==> src/rtl/regfile_sb.sv <==
// Integer register file with scoreboard: NRD async read ports, one sync writeback port, pending-write tracking.
// Optional macro REGFILE_BYPASS_EN adds same-cycle writeback-to-read forwarding on every read port.
module regfile_sb #(
  parameter int XLEN  = 32,
  parameter int NREGS = 32,
  parameter int NRD   = 2,
  localparam int AW   = $clog2(NREGS)
) (
  input  logic                clk,
  input  logic                rst,
  input  logic [NRD*AW-1:0]   rs_addr,
  output logic [NRD*XLEN-1:0] rs_data,
  output logic [NRD-1:0]      rs_busy,
  input  logic                iss_en,
  input  logic [AW-1:0]       iss_addr,
  input  logic                wb_en,
  input  logic [AW-1:0]       wb_addr,
  input  logic [XLEN-1:0]     wb_data,
  input  logic                flush,
  output logic [AW:0]         busy_cnt,
  output logic                any_busy
);

  logic [XLEN-1:0]  r_regs [NREGS];
  logic [NREGS-1:0] r_busy;
  logic [AW:0]      r_busy_cnt;

  logic             w_wb_vld;
  logic             w_iss_vld;
  logic [NREGS-1:0] w_busy_clr;
  logic [NREGS-1:0] w_busy_nxt;
  logic             w_inc;
  logic             w_dec;
  logic [AW:0]      w_cnt_nxt;

  assign w_wb_vld  = wb_en && (wb_addr != '0);
  assign w_iss_vld = iss_en && (iss_addr != '0);

  // Writeback clear, then flush, then issue set; the count tracks the same net change.
  always_comb begin
    w_busy_clr = r_busy;
    if (w_wb_vld) w_busy_clr[wb_addr] = 1'b0;
    w_busy_nxt = flush ? '0 : w_busy_clr;
    if (w_iss_vld) w_busy_nxt[iss_addr] = 1'b1;

    w_dec = w_wb_vld && r_busy[wb_addr];
    w_inc = w_iss_vld && !w_busy_clr[iss_addr];

    w_cnt_nxt = r_busy_cnt;
    if (flush)
      w_cnt_nxt = w_iss_vld ? (AW+1)'(1) : '0;
    else if (w_inc && !w_dec)
      w_cnt_nxt = r_busy_cnt + (AW+1)'(1);
    else if (w_dec && !w_inc)
      w_cnt_nxt = r_busy_cnt - (AW+1)'(1);
  end

  always_ff @(posedge clk or posedge rst) begin
    if (rst) begin
      for (int i = 0; i < NREGS; i++) r_regs[i] <= '0;
      r_busy     <= '0;
      r_busy_cnt <= '0;
    end else begin
      if (w_wb_vld) r_regs[wb_addr] <= wb_data;
      r_busy     <= w_busy_nxt;
      r_busy_cnt <= w_cnt_nxt;
    end
  end

  assign busy_cnt = r_busy_cnt;
  assign any_busy = (r_busy_cnt != '0);

  for (genvar g = 0; g < NRD; g++) begin : g_rd
    logic [AW-1:0]   w_addr;
    logic [XLEN-1:0] w_data;
    logic            w_busy;

    assign w_addr = rs_addr[g*AW +: AW];

    always_comb begin
      w_data = r_regs[w_addr];
      w_busy = r_busy[w_addr];
`ifdef REGFILE_BYPASS_EN
      // A same-cycle issue to the written register makes it pending again.
      if (w_wb_vld && (w_addr == wb_addr)) begin
        w_data = wb_data;
        w_busy = w_iss_vld && (iss_addr == wb_addr);
      end
`else
`endif
      if (w_addr == '0) begin
        w_data = '0;
        w_busy = 1'b0;
      end
    end

    assign rs_data[g*XLEN +: XLEN] = w_data;
    assign rs_busy[g]              = w_busy;
  end

endmodule

==> config.mk <==
export PLATFORM = sky130hd
export DESIGN_NAME = regfile_sb
export DESIGN_NICKNAME = d
export VERILOG_FILES = /design/src/rtl/regfile_sb.sv
export SDC_FILE = /design/constraint.sdc
export NUM_CORES = 2
export LEC_CHECK = 0
export BUFFER_PORTS_ARGS = -buffer_cell sky130_fd_sc_hd__buf_2
export CORE_ASPECT_RATIO = 0.7
export CORE_MARGIN = 2
export CORE_UTILIZATION = 28
export DETAILED_ROUTE_END_ITERATION = 10
export PLACE_DENSITY = 0.45
export SYNTH_ARGS = -nofsm -noshare
export SYNTH_HDL_FRONTEND = slang
export SYNTH_SLANG_ARGS = --single-unit
==> constraint.sdc <==
create_clock -name clk -period 33.9 [get_ports clk]
set_input_delay 0 -clock clk [delete_from_list [all_inputs] [get_ports clk]]
set_output_delay 0 -clock clk [all_outputs]
set_load 0.01 [all_outputs]
# [Yosys cells after proc, flatten, opt, wreduce, memory -nomap -nowiden]
# Cells that the tools add are included.
[totals] reg_bits=1062 output_inout_bits=73 input_bits=57 elab_cells=102
[classes] n_addsub=2 reduce_logical=18 n_lt_le_gt_ge=10 muxes=32 bitwise=6
[ops] operator="1024-bit bitwise mux" count=1
[ops] operator="32-bit binary-select mux with 5-bit select" count=2
[ops] operator="32-bit two-way mux" count=10
[ops] operator="32-bit demux with 5-bit select" count=1
[ops] operator="32-bit AND" count=1
[ops] operator="32-bit NOT" count=1
[ops] operator="32-bit bitwise OR" count=1
[ops] operator="5-bit by 6-bit less-than comparator with 1-bit output (second input constant)" count=4
[ops] operator="1-bit binary-select mux with 5-bit select" count=4
[ops] operator="6-bit greater-or-equal comparator (second input constant)" count=3
[ops] operator="6-bit two-way mux" count=3
[ops] operator="5-bit NOT with 6-bit output" count=3
[ops] operator="1-bit demux with 5-bit select" count=2
[ops] operator="5-bit by 1-bit greater-or-equal comparator with 1-bit output (second input constant)" count=2
[ops] operator="5-bit logical NOT" count=2
[ops] operator="5-bit nonzero test" count=2
[ops] operator="1-bit logical AND" count=9
[ops] operator="1-bit two-way mux" count=9
[ops] operator="6-bit by 1-bit adder with 6-bit output (second input constant)" count=1
[ops] operator="6-bit by 1-bit less-than comparator with 1-bit output (second input constant)" count=1
[ops] operator="6-bit nonzero test" count=1
[ops] operator="6-bit by 1-bit subtractor with 6-bit output (second input constant)" count=1
[ops] operator="1-bit logical NOT" count=3
[ops] operator="3-bit nonzero test" count=1

# [Depth between registers and ports, before layout]
[logic_depth] depth_word=16 mapped_depth=16 mapped_depth_nobuf=13

# [Worst setup path before layout]
# No wires, ideal clock.
[synth_timing] kind="flip-flop to flip-flop" start="reg r_busy[30]" end="reg r_busy_cnt[5] (netlist: busy_cnt[5])" arrival_time_ps=3194 path_stages_with_launch=13 setup_time_ps=128 n_path_buf=0 synth_period_minus_slack_ps=3321 slack_ps=30579 cell_sequence="dfrtp_1 mux4_2 a211o_1 o21ai_0 a32oi_1 nand3b_2 ha_1 a21o_1 a21o_1 a21o_1 a21oi_1 mux2i_1 mux2_1"
[synth_via] elab_chain_len=9 word_cells_on_any_way=16 classes_between="7 x mux; 1 x bitwise; 8 x reduce/logical"
[synth_lines] item="from (decl)" line="25" rtl="logic [NREGS-1:0] r_busy;"
[synth_lines] item="from (signal assigned)" line="65" rtl="r_busy <= w_busy_nxt;"
[synth_lines] item="32-bit AND (no source line)"
[synth_lines] item="32-bit two-way mux" line="42" rtl="if (w_wb_vld) w_busy_clr[wb_addr] = 1'b0;"
[synth_lines] item="1-bit binary-select mux with 5-bit select" line="47" rtl="w_inc = w_iss_vld && !w_busy_clr[iss_addr];"
[synth_lines] item="1-bit two-way mux (implied by the code)" line="47"
[synth_lines] item="1-bit logical NOT" line="47"
[synth_lines] item="1-bit logical AND" line="47"
[synth_lines] item="1-bit logical AND or 1-bit logical NOT (tied branches)" line="52, 54"
[synth_lines] item="6-bit two-way mux or 1-bit logical AND (tied branches)" line="52, 54"
[synth_lines] item="6-bit two-way mux or 3-bit nonzero test (tied branches)"
[synth_lines] item="to (signal assigned)" line="66" rtl="r_busy_cnt <= w_cnt_nxt;"
[synth_lines] item="to (decl)" line="26" rtl="logic [AW:0] r_busy_cnt;"
# Several ways; a longest one is shown, not always the timed one. The select of a mux whose other input is x is not followed.
# A chain may end at the register's enable or synchronous reset.

==> out/metrics.cfg <==
[run_status]
outcome = completed

[floorplanning]
row_count = 138
core_area_um2 = 202000
die_h_um = 381
die_x_um = 543
design.die.area_um2 = 207000
start_util = 0.282
ios = 130

[synthesis]
synth_seq_cells = 1062
synth-seq-area-share = 0.467
ys_warn_count = 0
synth_edf_count = 0
netlist_area_um2 = 56900
yosys-top-cells-area = dfrtp_1, mux4_2, mux2_2, clkbuf_1, mux2i_1
yosysTopAreaCell = dfrtp_1
synthArstFlopShare = 1.00
syn_nets = 3582
syn_avg_cell_area_um2 = 16.2
syn_inst = 3520
yosys.area.top_type_share = 0.467
ys_dominant_reg_cell = dfrtp_1
synth_cell_types = 69

[power_and_ir_drop]
leakage_nw = 27.2
power_frac_seq = 0.441
p_int_w = 0.00274
p_clk_frac = 0.348
combPwrFrac = 0.211
ir_drop_mv = 0.0381
swShare = 0.275
pwr_density_cell_nw_per_um2 = 58.7
power.switching_w = 0.00104

[clocking]
clock-sinks = 1062
path_clk_slew_ps = 60
cts_setup_buffers = 0
cts_max_path_buffers = 3
cts_tree = yes
cts_buffers = 110
clock-root-buffer = clkbuf_16
insertion_delay_ps = 730
htree_levels = 3

[min_path]
hp-class = input port to flip-flop

[placed_design]
post-place-ws_ps = 28630
hpwlAfterDp_mm = 104
io_buffers = 129
place_congestion = 0.790

[worst_setup_path]
critPathLaunchType = input port
crit_slowest_cell = buf_4
slowest_delay_ps = 930
worstPathCellList = dlygate4sd3_1 -> buf_2 -> dlygate4sd3_1 -> inv_8 -> buf_4 -> buf_4 -> buf_4 -> buf_4 -> buf_4
crit_path_frequent_cell = buf_4
worstPathMaxFanout = 109
cp.arrival_ps = 6060
critPathRequiredTime_ps = 34580
end_kind = async pin
critPathKind = input port to async pin

[cells_and_area]
finalNetCount = 3527
drive_gt1_frac = 0.587
layout-area-overhead-vs-synth_pct = 13.3

[grt]
first_global_vias = 34900
overflow = 0
track_usage = 0.184
grt_pass1_wl_mm = 274
grt_max_degree = 162
antenna_found_initial = 12

[sta]
fmax_mhz = 186
fin_skew_ps = 16.1
worst_slack_ps = 28520
finalSetupTns_ps = 0
drv_slew = 0
slew_headroom = 0.167
setup_viol = 0
worstMarginPinSlew_ps = 1250
period_minus_slack_ps = 5380
hold_viol = 0
rsz0062_at_grt = no
finalCritPeriodShare = 0.159

[routing]
via_per_inst = 5.46
num_vias = 33900
dr.pass1.iters = 5
wirelength_mm = 191
ant_nets = 0
routedWlPerCell_um = 30.7
drc = 0
initialDrtViolationCount = 2848

[job]
drv_cap = 0

==> cell usage after synthesis (all sizes together), types with 4 or more instances <==
cell type	number
clkbuf	306
a21o	4
or3	4
mux2i	71
nor2b	7
dfrtp	1062
nor2	92
nand4b	6
o22ai	29
mux4	666
o211ai	6
ha	4
o32ai	4
inv	8
mux2	993
nand2	49
o21ai	19
nand2b	6
nand3	4
a21oi	7
buf	110
or4	4
and2	4
==> logic make-up after synthesis <==
| logic type | after synthesis | share of synthesized area |
|---|---|---|
| flops | 1062 | 0.467 |
| simple gates | 200 | 0.0176 |
| buf+inv | 424 | 0.0290 |
| xor+xnor | 3 | 0.000462 |
| mux | 1730 | 0.473 |
| compound gates | 96 | 0.0118 |
| fa+ha+maj | 5 | 0.00123 |
==> per-layer routing <==
metal  wire length [um]  share of wire  track usage
met2              84900           0.44        0.274
met3               9860          0.052       0.0310
met4               4360          0.023       0.0418
met5                  0              0            0
met1              92000           0.48        0.279
==> worst paths after layout <==
kind                         startpoint  slack, ps  depth (start not counted)            to
setup / recovery                    rst      28520                          9   r_regs[891]
hold / removal               wb_addr[2]        110                          4    r_busy[15]
setup reg to reg             r_busy[28]      30000                         12   busy_cnt[5]
hold reg to reg            r_regs[1007]        390                          0  r_regs[1007]
max in group clk             rs_addr[5]      29350                          9   rs_data[43]
min in group asynchronous           rst        610                          4   r_regs[673]
==> final cells by class <==
type                            instances  area [um^2]
Fill cell                           19700       138000
Antenna cell                            2         5.00
Inverter                                8         37.5
Sequential cell                      1062        26600
Multi-Input combinational cell       2034        28900
Clock inverter                         46          607
Clock buffer                          156         3200
Tap cell                             2660         3330
Timing Repair Buffer                  249         1780
==> worst max-delay path: cells and delay by family <==
| kind | cells | cell delay, ps |
|---|---|---|
| buffers and inverters | 9 | 5790 |
==> what timing repair did <==
item,CTS,global route
hold endpoints to repair,1134,0
gates resized for setup,0,0
hold buffers,51,0
==> stage by stage <==
stage | cell area, um^2 | utilization | power [W] | cells | hold slack (ps)
6_report | 64400 | 0.319 | 0.00378 | 6217 | 106
5_1_grt | 64400 | 0.319 | 0.00396 | 6216 | 124
4_1_cts | 64400 | 0.319 | 0.00382 | 6215 | 40.3
3_5_place_dp | 60100 | 0.298 | 0.00249 | 5962 | 219
3_3_place_gp | 60100 | 0.298 | 0.00247 | 5962 | 224
2_1_floorplan | 56900 | - | 0.00225 | 3520 | 152
==> sequential cells by signal, summed over array words and instances, names as in the netlist <==
register,cells
r_busy,32
busy_cnt,6
r_regs,1024
==> power by group through the flow <==
stage	Combinational [W]	Sequential, W	Clock (W)
4_1_cts	0.000808	0.00166	0.00135
5_1_grt	0.000854	0.00170	0.00141
6_report	0.000797	0.00167	0.00132
2_1_floorplan	0.000618	0.00164	0
3_3_place_gp	0.000791	0.00168	0
3_5_place_dp	0.000801	0.00169	0
==> placed cells by master, fill, tap and decap left out, drive strengths merged, types with 4 or more instances in the layout <==
master | Yosys | routed
a21o | 4 | 4
a21oi | 7 | 7
and2 | 4 | 4
buf | 110 | 198
bufinv | 0 | 13
clkbuf | 306 | 156
clkinv | 0 | 26
clkinvlp | 0 | 4
dfrtp | 1062 | 1062
dlygate4sd3 | 0 | 51
ha | 4 | 4
inv | 8 | 11
mux2 | 993 | 993
mux2i | 71 | 71
mux4 | 666 | 666
nand2 | 49 | 49
nand2b | 6 | 6
nand3 | 4 | 4
nand4b | 6 | 6
nor2 | 92 | 92
nor2b | 7 | 7
o211ai | 6 | 6
o21ai | 19 | 19
o22ai | 29 | 29
o32ai | 4 | 4
or3 | 4 | 4
or4 | 4 | 4
(Power assumes the default switching activity.)
